File: config.mk
export PLATFORM = sky130hd
export DESIGN_NAME = exec_sequencer
export DESIGN_NICKNAME = d
export VERILOG_FILES = /design/src/rtl/exec_sequencer.sv
export SDC_FILE = /design/constraint.sdc
export NUM_CORES = 1
export LEC_CHECK = 0
export ABC_CLOCK_PERIOD_IN_PS = 3510
export BUFFER_PORTS_ARGS = -buffer_cell sky130_fd_sc_hd__buf_2
export CELL_PAD_IN_SITES_DETAIL_PLACEMENT = 0
export CELL_PAD_IN_SITES_GLOBAL_PLACEMENT = 1
export CORE_MARGIN = 3
export CORE_UTILIZATION = 38
export DETAILED_ROUTE_END_ITERATION = 16
export PLACE_DENSITY = 0.83
export SYNTH_ARGS = -nofsm -noshare
export SYNTH_HDL_FRONTEND = slang
export SYNTH_SLANG_ARGS = --single-unit
export TNS_END_PERCENT = 10
File: constraint.sdc
create_clock -name clk -period 3.51 [get_ports clk]
set_clock_uncertainty 0.1 [all_clocks]
set_input_delay 0.1755 -clock clk [delete_from_list [all_inputs] [get_ports clk]]
set_output_delay 0.1755 -clock clk [all_outputs]
set_load 0.02 [all_outputs]
File: src/rtl/exec_sequencer.sv
// Run/halt/step sequencer for the single-cycle RV32I datapath: screens each fetched
// instruction, then drives a write-back enable phase followed by a PC-update enable phase.
module exec_sequencer #(
    parameter int CNT_W         = 32,
    parameter bit START_RUNNING = 1'b0
) (
    input  logic             clk,
    input  logic             reset_n,
    input  logic             run,
    input  logic             step,
    input  logic             halt_req,
    input  logic [CNT_W-1:0] instr_limit,
    input  logic [31:0]      instruction,
    output logic             clk_enable,
    output logic             clk_enable_n,
    output logic             running,
    output logic             halted,
    output logic [2:0]       halt_cause,
    output logic [CNT_W-1:0] retired_count,
    output logic [CNT_W-1:0] cycle_count
);

    typedef enum logic [1:0] {
        S_HALTED = 2'd0,
        S_CHK    = 2'd1,
        S_WB     = 2'd2,
        S_ADV    = 2'd3
    } state_t;

    localparam state_t RESET_STATE = START_RUNNING ? S_CHK : S_HALTED;

    localparam logic [2:0] CAUSE_RESET = 3'd0;
    localparam logic [2:0] CAUSE_HALT  = 3'd1;
    localparam logic [2:0] CAUSE_TRAP  = 3'd2;
    localparam logic [2:0] CAUSE_ILLEG = 3'd3;
    localparam logic [2:0] CAUSE_LIMIT = 3'd4;
    localparam logic [2:0] CAUSE_STEP  = 3'd5;

    localparam logic [31:0] INSTR_EBREAK = 32'h0010_0073;
    localparam logic [31:0] INSTR_ECALL  = 32'h0000_0073;

    // SYSTEM (1110011) is deliberately absent: only the exact EBREAK/ECALL encodings are accepted, and they trap.
    function automatic logic opcode_legal(input logic [6:0] op);
        logic ok;
        case (op)
            7'b0110111, 7'b0010111, 7'b1101111, 7'b1100111, 7'b1100011,
            7'b0000011, 7'b0100011, 7'b0010011, 7'b0110011, 7'b0001111: ok = 1'b1;
            default: ok = 1'b0;
        endcase
        return ok;
    endfunction

    state_t           state_q, state_d;
    logic [2:0]       cause_q, cause_d;
    logic             pending_q, pending_d;
    logic             step_mode_q, step_mode_d;
    logic [CNT_W-1:0] retired_q, retired_d;
    logic [CNT_W-1:0] cycle_q, cycle_d;
    logic [CNT_W-1:0] retired_inc_s;

    assign retired_inc_s = retired_q + {{(CNT_W-1){1'b0}}, 1'b1};

    // Next-state, halt-cause and counter update logic.
    always_comb begin
        state_d     = state_q;
        cause_d     = cause_q;
        pending_d   = pending_q;
        step_mode_d = step_mode_q;
        retired_d   = retired_q;
        if (state_q != S_HALTED) begin
            cycle_d = cycle_q + {{(CNT_W-1){1'b0}}, 1'b1};
        end else begin
            cycle_d = cycle_q;
        end
        case (state_q)
            S_HALTED: begin
                if (run) begin
                    state_d     = S_CHK;
                    step_mode_d = 1'b0;
                end else if (step) begin
                    state_d     = S_CHK;
                    step_mode_d = 1'b1;
                end else begin
                    state_d = S_HALTED;
                end
            end
            S_CHK: begin
                if ((instruction == INSTR_EBREAK) || (instruction == INSTR_ECALL)) begin
                    state_d   = S_HALTED;
                    cause_d   = CAUSE_TRAP;
                    pending_d = 1'b0;
                end else if (!opcode_legal(instruction[6:0])) begin
                    state_d   = S_HALTED;
                    cause_d   = CAUSE_ILLEG;
                    pending_d = 1'b0;
                end else begin
                    state_d   = S_WB;
                    pending_d = pending_q | halt_req;
                end
            end
            S_WB: begin
                state_d   = S_ADV;
                pending_d = pending_q | halt_req;
            end
            S_ADV: begin
                retired_d = retired_inc_s;
                if ((instr_limit != {CNT_W{1'b0}}) && (retired_inc_s == instr_limit)) begin
                    state_d   = S_HALTED;
                    cause_d   = CAUSE_LIMIT;
                    pending_d = 1'b0;
                end else if (pending_q || halt_req) begin
                    state_d   = S_HALTED;
                    cause_d   = CAUSE_HALT;
                    pending_d = 1'b0;
                end else if (step_mode_q) begin
                    state_d   = S_HALTED;
                    cause_d   = CAUSE_STEP;
                    pending_d = 1'b0;
                end else begin
                    state_d = S_CHK;
                end
            end
            default: begin
                state_d   = S_HALTED;
                pending_d = 1'b0;
            end
        endcase
    end

    // Sequencer state register; reset aborts any in-flight instruction immediately.
    always_ff @(posedge clk or negedge reset_n) begin
        if (!reset_n) begin
            state_q     <= RESET_STATE;
            cause_q     <= CAUSE_RESET;
            pending_q   <= 1'b0;
            step_mode_q <= 1'b0;
            retired_q   <= {CNT_W{1'b0}};
            cycle_q     <= {CNT_W{1'b0}};
        end else begin
            state_q     <= state_d;
            cause_q     <= cause_d;
            pending_q   <= pending_d;
            step_mode_q <= step_mode_d;
            retired_q   <= retired_d;
            cycle_q     <= cycle_d;
        end
    end

    // Enables decode straight from the state register so they fall with reset asynchronously.
    assign clk_enable_n  = (state_q == S_WB);
    assign clk_enable    = (state_q == S_ADV);
    assign halted        = (state_q == S_HALTED);
    assign running       = (state_q != S_HALTED);
    assign halt_cause    = cause_q;
    assign retired_count = retired_q;
    assign cycle_count   = cycle_q;

endmodule

==> results.toml, run 1 <==
[run_status]
status = "complete, no violations"

[yosys]
synth_seq_cells = 71
async_flop_share_pct = 100.0
synth-edff-count = 0
yosysSeqAreaShare_pct = 41.78
synth_area_per_cell_um2 = 9.326
yosysUniqueCellTypes = 50
syn-num-nets = 527
syn_area_um2 = 4253
postSynthCellCount = 456
synth_ff_type = "dfrtp_1"
yosys_warnings = 0

[global_route]
grt_pass1_wl_mm = 19.12
overflow = 0
track_usage_pct = 18.83
grt_max_degree = 41
grt_pass1_vias = 3800
antenna_found_initial = 0

[power_and_ir_drop]
power_w = 0.002122
p_int_w = 0.001389
leakagePower_nw = 2.599
power_density_nw_per_um2 = 395.7
seqPwrFrac_pct = 46.3
peakVddDrop_mv = 0.2003
switching_share_pct = 34.55
pwr-share-clk_pct = 28.7
p_comb_share_pct = 24.9
p_sw_w = 0.0007332

[floorplan]
num_rows = 37
boundaryPins = 140
die_w_um = 111.8
core_um2 = 10600
die_area_um2 = 12500
initial_core_util_pct = 40.12
die_h_um = 111.8

[placement]
dp_hpwl_mm = 9.306
placed_area_um2 = 5136
io_buffers = 138
gp_congestion = 0.9101
dp.cells = 726

[worst_setup_path]
cpMostUsedCell = "nor3_1"
crit_chain = "nand4_1, or4_1, nor3_1, mux2i_1, nand2_1, nor4_1, and4b_2, nor3_1, or3_1"
reg2regPathDepth = 9
path_class = "register to register"
endpoint_kind = "register"
crit_buf_inv = 0
crit_path_top_delay_cell = "or4_1"
rrSetupSlack_ps = 150
slowest_delay_ps = 580
arrival_ps = 3490
crit_path_start_kind = "register"
timing.rr.start = "retired_count[14]"
timing.rr.end = "halt_cause[0]"
crit_fanout = 8
critPathTopFamily = "simple AND/OR/NAND/NOR gates"
worstPathRequired_ps = 3640

[cells_and_area]
nNetsFinal = 676
drive_gt1_share_pct = 30.49
postLayoutCellArea_um2 = 5364
diodes = 0
syn_to_final_growth_pct = 26.13
layoutNonFillerInstCount = 746

[sta]
slew_headroom_pct = 50.90
drv_slew = 0
setup_viol = 0
post-route-period-util_pct = 95.79
rsz0062_at_grt = "false"
tns_ps = 0
fin_hold_ws_ps = 26.01
fin_crit_ps = 3362
max_freq_mhz = 297.4
finalHoldViolCount = 0
worstMarginPinSlew_ps = 736.5

[route]
wl_mm = 11.78
vias = 3923
wl_per_cell_um = 15.79
viasPerCell = 5.259
drt-initial-drc-count = 260
dr.pass1.iters = 4
drcViolationCount = 0
antenna_left = 0

[min_path]
hp-class = "input pin to register"
min-delay-start = "step"
hold_depth = 3
hold_path_end = "state_q[0]"

[clocking]
clkSinkCount = 71
cts_setup_buffers = 0
cts_buffer_depth = 2
clk_pin_slew_ps = 80
clock-root-buffer = "clkbuf_8"
h-tree-depth = 3
cts_inserted_buffers = 9
clock_latency_ps = 350
cts_tree = "done"

[flow_run]
drv_cap = 0
## final cells by class
cell class              instances  area (um^2)
clock buffers                  10        137.6
flip-flops and latches         71         1778
clock inverters                 6        46.29
inverters                       7        26.28
repair buffers                157        843.3
fillers                      1021         5238
well taps                     136        170.2
multi-input cells             359         2362
## cells by family (layout without fill, tap and decap cells)
logic type               after synthesis  in the layout  synth area share [%]
AO/OA/AOI/OAI                         30             30                 4.707
AND/OR/NAND/NOR                      214            214                 26.83
flip-flops                            71             71                 41.78
XOR/XNOR                             111            111                 22.86
multiplexers                           2              2                0.5001
buffers and inverters                 26            180                 2.736
adder cells (fa/ha/maj)                2              2                0.5883
## cell usage in the layout, fill, tap and decap left out, types with 2 or more instances in the layout
cell           count
a211oi_1           2
a21oi_1            8
a31oi_1            5
and3_1            11
buf_2            138
buf_4             15
clkbuf_8          10
clkinv_4           3
clkinvlp_4         2
dfrtp_1           70
dlygate4sd3_1      4
inv_1              6
nand2_1           51
nand2b_1           5
nand3_1           16
nand4_1           24
nand4_2            2
nor2_1            38
nor2b_1            4
nor3_1            17
nor3b_1            3
nor4_1            21
o21ai_0            3
o22ai_1            2
o31ai_1            2
or2_2              3
or3_1              5
or3_4              2
or4_1              4
xnor2_1           69
xor2_1            42
## routing by layer
layer,vias up,global-route usage [%],routed length [um]
met2,140,29.06,5285
met3,15,2.989,787
li1,1883,-,-
met4,0,6.326,174
met5,-,0,0
met1,1885,26.94,5532
## how the worst max path moves through the flow
| stage | to | cells after the start | start | slack (ps) |
|---|---|---|---|---|
| 6_report | halt_cause[0] | 9 | retired_count[14] | 150 |
| 5_1_grt | halt_cause[0] | 9 | retired_count[14] | 4 |
| 4_1_cts | halt_cause[0] | 9 | retired_count[1] | 120 |
| 3_5_place_dp | halt_cause[0] | 9 | retired_count[1] | 120 |
| 3_3_place_gp | halt_cause[0] | 9 | retired_count[1] | 220 |
| 2_1_floorplan | halt_cause[0] | 9 | retired_count[0] | 280 |
## tightest hold or removal path, cell delays in order
cell and delay (ps):
buf_2 90, nor3_1 40, o2bb2ai_1 130
## synthesized netlist by cell type (all sizes together), types with 5 or more instances
cell / count / area, um^2
nor4: 22 / 143.9
nor3: 18 / 95.09
xor2: 42 / 367.9
or3: 7 / 53.80
inv: 7 / 26.27
and3: 11 / 68.82
xnor2: 69 / 604.3
nor2: 38 / 142.6
a21oi: 8 / 40.04
nand4: 26 / 175.2
nand2b: 5 / 31.28
nand2: 51 / 191.4
a31oi: 5 / 31.28
clkbuf: 10 / 38.78
nand3: 18 / 107.6
buf: 9 / 51.29
dfrtp: 71 / 1777
## registers in the layout, indices dropped and copies added (netlist names), named ones only
signal	count
cycle_count	32
halt_cause	3
pending_q	1
retired_count	32
state_q	1
step_mode_q	1
## power by group through the flow
| stage | clock network (W) | registers (W) | logic, W |
|---|---|---|---|
| floorplan | 0 | 0.00106 | 0.000248 |
| global placement | 0 | 0.000989 | 0.000514 |
| detailed placement | 0 | 0.000996 | 0.000521 |
| CTS | 0.000631 | 0.000981 | 0.000533 |
| global route | 0.000667 | 0.000999 | 0.000583 |
| finish | 0.000610 | 0.000983 | 0.000530 |
## what timing repair did
item                                   4_1_cts  5_1_grt
hold buffers                                 4        0
endpoints found under the hold margin       33        0
setup endpoints to repair                    0        2
gates resized for setup                      0        2
## metrics by stage
step	utilization [%]	setup slack [ps]
final	50.60	147.9
after floorplan	-	275.9
after global placement	48.45	217.0
after detailed placement	48.45	117.1
after CTS	50.56	116.3
after global routing	50.60	4.108
Power figures use the tool's default switching activity.
==> run 2: changes to the inputs <==
- SETUP_SLACK_MARGIN: not set -> 0.15
==> run 2 against run 1 <==
Compared with the run above:
- total power hardly changed
- utilization is 0.34 points higher
- register-to-register slack better by 150 ps
- routed wire length hardly changed
- clock-buffer cell count stayed put
- critical path depth is 1 lower
- final cell count is 0.27% higher
- die area stayed put
- cell area is 0.68% higher
- largest cell class unchanged
- largest power group unchanged
- highest routed layer unchanged
==> results.toml, run 2 (synthesized netlist as in run 1, its figures left out) <==
[run_status]
status = "complete, no violations"

[min_path]
hp-class = "input pin to register"

[route]
viasPerCell = 5.266
drt-initial-drc-count = 217
drcViolationCount = 0
vias = 3939
wl_per_cell_um = 15.76
antenna_left = 0
wl_mm = 11.79
dr.pass1.iters = 4

[placement]
gp_congestion = 0.9101
dp_hpwl_mm = 9.306
io_buffers = 138

[cells_and_area]
nNetsFinal = 678
drive_gt1_share_pct = 31.54
diodes = 0
layout_commonest_cell = "buf_2"
layout_common_cells = "buf_2 (138), xnor2_1 (69), dfrtp_1 (67), nand2_1 (51), xor2_1 (42)"
fillers = 1021
syn_to_final_growth_pct = 26.98

[floorplan]
core_um2 = 10600
boundaryPins = 140
die_h_um = 111.8
initial_core_util_pct = 40.12
die_area_um2 = 12500
num_rows = 37
die_w_um = 111.8

[sta]
setup_viol = 0
drv_slew = 0
fin_crit_ps = 3209
finalHoldViolCount = 0
worstMarginPinSlew_ps = 731.1
tns_ps = 0
max_freq_mhz = 311.7
slew_headroom_pct = 51.26
rsz0062_at_grt = "false"
post-route-period-util_pct = 91.41

[global_route]
antenna_found_initial = 0
track_usage_pct = 18.83
grt_pass1_vias = 3800
grt_pass1_wl_mm = 19.12
overflow = 0
grt_max_degree = 41

[power_and_ir_drop]
p_comb_share_pct = 25.0
power_density_nw_per_um2 = 393.1
switching_share_pct = 34.49
p_int_w = 0.001391
peakVddDrop_mv = 0.2003
seqPwrFrac_pct = 46.4
p_sw_w = 0.0007322
pwr-share-clk_pct = 28.7
power_w = 0.002123
leakagePower_nw = 2.621

[clocking]
cts_inserted_buffers = 9
cts_tree = "done"
clock_latency_ps = 350
h-tree-depth = 3
clkSinkCount = 71
clk_pin_slew_ps = 80
clock-root-buffer = "clkbuf_8"
cts_buffer_depth = 2

[worst_setup_path]
crit_fanout = 8
crit_path_start_kind = "register"
arrival_ps = 3340
endpoint_kind = "register"
path_class = "register to register"
worstPathRequired_ps = 3640

[flow_run]
drv_cap = 0
==> run 2: final timing paths <==
kind                                          to              from  slack [ps]  depth (start not counted)
worst max-delay path               halt_cause[0]  retired_count[8]         300                          8
worst min-delay path                  state_q[0]              step          30                          3
worst max register to register     halt_cause[0]  retired_count[8]         300                          8
worst min register to register   cycle_count[31]   cycle_count[31]         380                          1
max in group asynchronous       retired_count[1]           reset_n        1950                          3
min in group asynchronous         cycle_count[7]           reset_n         320                          2
==> run 2: area by class of cell <==
type | instances | area [um^2] | share of cell area, %
inverters | 7 | 26.28 | 0.4866
repair buffers | 159 | 858.3 | 15.89
well taps | 136 | 170.2 | 3.151
clock buffers | 10 | 137.6 | 2.549
multi-input cells | 359 | 2380 | 44.07
clock inverters | 6 | 46.29 | 0.8573
flip-flops and latches | 71 | 1782 | 32.99
==> run 2: power groups by stage <==
stage	clock (W)	combinational, W	sequential (W)
after floorplan	0	0.000248	0.00106
after global placement	0	0.000514	0.000989
after detailed placement	0	0.000521	0.000996
after CTS	0.000631	0.000536	0.000982
after global routing	0.000667	0.000583	0.00100
final	0.000609	0.000530	0.000984
==> run 2: timing repair <==
item / in CTS / in global routing
buffers inserted: 0 / 2
resized for setup: 2 / 6
hold endpoints to repair: 33 / 0
hold buffers: 4 / 0
pin swaps: 0 / 1
setup endpoints to repair: 1 / 4
==> run 2: worst max-delay path: stages, from the launching register on <==
cell	delay, ps
dfrtp_1	510
nand3_1	230
nor4_4	350
nand4_1	190
or4_1	520
a2111oi_2	400
and4b_2	350
nor3_1	70
or3_1	370
==> run 2: stage by stage <==
| step | setup slack, ps | util, % | hold slack [ps] | std cells | cell area (um^2) |
|---|---|---|---|---|---|
| global route | 141.0 | 50.94 | 58.03 | 748 | 5400 |
| finish | 301.5 | 50.94 | 29.71 | 748 | 5400 |
| CTS | 156.1 | 50.63 | 15.00 | 746 | 5368 |
| global placement | 217.0 | 48.45 | 171.8 | 726 | 5136 |
| floorplan | 275.9 | - | -220.1 | 456 | 4253 |
| detailed placement | 117.1 | 48.45 | 174.8 | 726 | 5136 |
==> run 2: layer usage <==
layer / track usage (%) / wire length [um] / up-vias
met1: 26.94 / 5647 / 1911
met4: 6.326 / 139 / 0
met3: 2.989 / 647 / 11
met2: 29.06 / 5354 / 127
met5: 0 / 0 / -
li1: - / - / 1890
==> run 3: changes to the inputs <==
- MAX_ROUTING_LAYER: not set -> met4
==> run 3 against run 2 <==
Compared with the run above:
- clock-buffer cell count is 3 higher
- largest power group unchanged
- sequential share of layout area up 0.062 points
- largest cell class unchanged
- critical path depth rose by 1
- clock power grew 7.2%
- final cell count shrank 0.27%
- sequential power fell by 0.4%
- first-iteration DRC count up 30%
- register-to-register slack improved by 50 ps
- routed wire length about the same
- global-route usage grew 0.66 points
- cell area hardly changed
==> results.toml, run 3 (synthesized netlist as in run 1, its figures left out) <==
[floorplan]
core_um2 = 10600
initial_core_util_pct = 40.12
die_w_um = 111.8
num_rows = 37
die_h_um = 111.8
boundaryPins = 140
die_area_um2 = 12500

[global_route]
grt_max_degree = 41
antenna_found_initial = 0
overflow = 0
track_usage_pct = 19.49
grt_pass1_wl_mm = 19.22
grt_pass1_vias = 3809

[worst_setup_path]
worstPathRequired_ps = 3640
endpoint_kind = "register"
crit_fanout = 9
slowest_delay_ps = 530
crit_path_start_kind = "register"
crit_chain = "nand4_2, or3_4, or3_4, nor3_2, xnor2_1, a2111oi_2, and4b_2, nor3_1, or3_1"
arrival_ps = 3290
rrSetupSlack_ps = 350
crit_path_top_delay_cell = "dfrtp_1"
cpMostUsedCell = "or3_4"
path_class = "register to register"

[cells_and_area]
syn_to_final_growth_pct = 27.01
drive_gt1_share_pct = 31.48
layout_common_cells = "buf_2 (138), xnor2_1 (69), dfrtp_1 (64), nand2_1 (51), xor2_1 (42)"
final_util_pct = 50.95
diodes = 0
nNetsFinal = 676
layout_commonest_cell = "buf_2"

[sta]
drv_slew = 0
max_freq_mhz = 316.6
finalHoldViolCount = 0
slew_headroom_pct = 49.39
worstMarginPinSlew_ps = 759.2
tns_ps = 0
setup_viol = 0
rsz0062_at_grt = "false"
fin_crit_ps = 3158
post-route-period-util_pct = 89.98

[route]
wl_per_cell_um = 15.82
vias = 3926
drcViolationCount = 0
dr.pass1.iters = 4
wl_mm = 11.80
antenna_left = 0
viasPerCell = 5.263
drt-initial-drc-count = 283

[placement]
io_buffers = 138
dp_hpwl_mm = 9.373
gp_congestion = 0.9248

[power_and_ir_drop]
peakVddDrop_mv = 0.2085
power_density_nw_per_um2 = 400.6
leakagePower_nw = 2.613
power_w = 0.002164

[clocking]
clock_latency_ps = 350
cts_tree = "done"
clock-root-buffer = "clkbuf_8"
cts_buffer_depth = 2
h-tree-depth = 3
clk_pin_slew_ps = 70
cts_inserted_buffers = 9
clkSinkCount = 71

[min_path]
hp-class = "input pin to register"

[run_status]
status = "complete, no violations"

[flow_run]
drv_cap = 0
==> run 3: power breakdown <==
part	internal (W)	switching, W	total, W	leakage, nW
sequential	0.000892	0.0000874	0.000980	0.953
combinational	0.000220	0.000311	0.000531	1.57
clock	0.000348	0.000306	0.000653	0.0936
total	0.00146	0.000704	0.00216	2.61
==> run 3: layer usage <==
metal	vias up	GRT usage (%)	share of wire [%]
li1	1880	-	-
met1	1892	26.89	46
met2	138	29.22	46
met3	16	3.641	6.6
met4	0	5.839	1.3
met5	-	-	0
==> run 3: worst max-delay path: cells and delay by family, from the launching register on <==
| family | cells | cell delay, ps |
|---|---|---|
| simple gates | 7 | 2010 |
| flops | 1 | 530 |
| compound gates | 1 | 280 |
| xor+xnor | 1 | 110 |
==> run 3: metrics by stage <==
| step | cell area [um^2] | hold WS [ps] | instances | setup WS, ps |
|---|---|---|---|---|
| floorplan | 4253 | -220.1 | 456 | 275.9 |
| global placement | 5129 | 167.4 | 725 | 243.6 |
| detailed placement | 5129 | 191.3 | 725 | 171.3 |
| CTS | 5363 | 12.92 | 745 | 182.9 |
| global route | 5401 | 41.61 | 746 | 161.3 |
| finish | 5401 | 24.01 | 746 | 351.6 |
==> run 3: layout make-up <==
cell class | instances | area (um^2)
inverter | 7 | 26.28
tap | 136 | 170.2
fill | 1016 | 5200
timing repair buffer | 157 | 843.3
sequential | 71 | 1785
multi-input combinational | 359 | 2385
clock buffer | 13 | 148.9
clock inverter | 3 | 42.54
==> run 3: final timing paths <==
path	end	cells past startpoint	startpoint
min in group asynchronous	cycle_count[8]	2	reset_n
hold / removal	state_q[0]	3	step
setup reg to reg	halt_cause[0]	9	retired_count[2]
hold reg to reg	cycle_count[31]	1	cycle_count[31]
max in group asynchronous	retired_count[14]	3	reset_n
setup / recovery	halt_cause[0]	9	retired_count[2]
==> run 3: what timing repair did <==
item                                   4_1_cts  5_1_grt
pin swaps                                    0        3
buffers inserted                             0        1
hold buffers                                 4        0
gates resized for setup                      1       11
endpoints found under the hold margin       33        0
setup endpoints to repair                    1        4
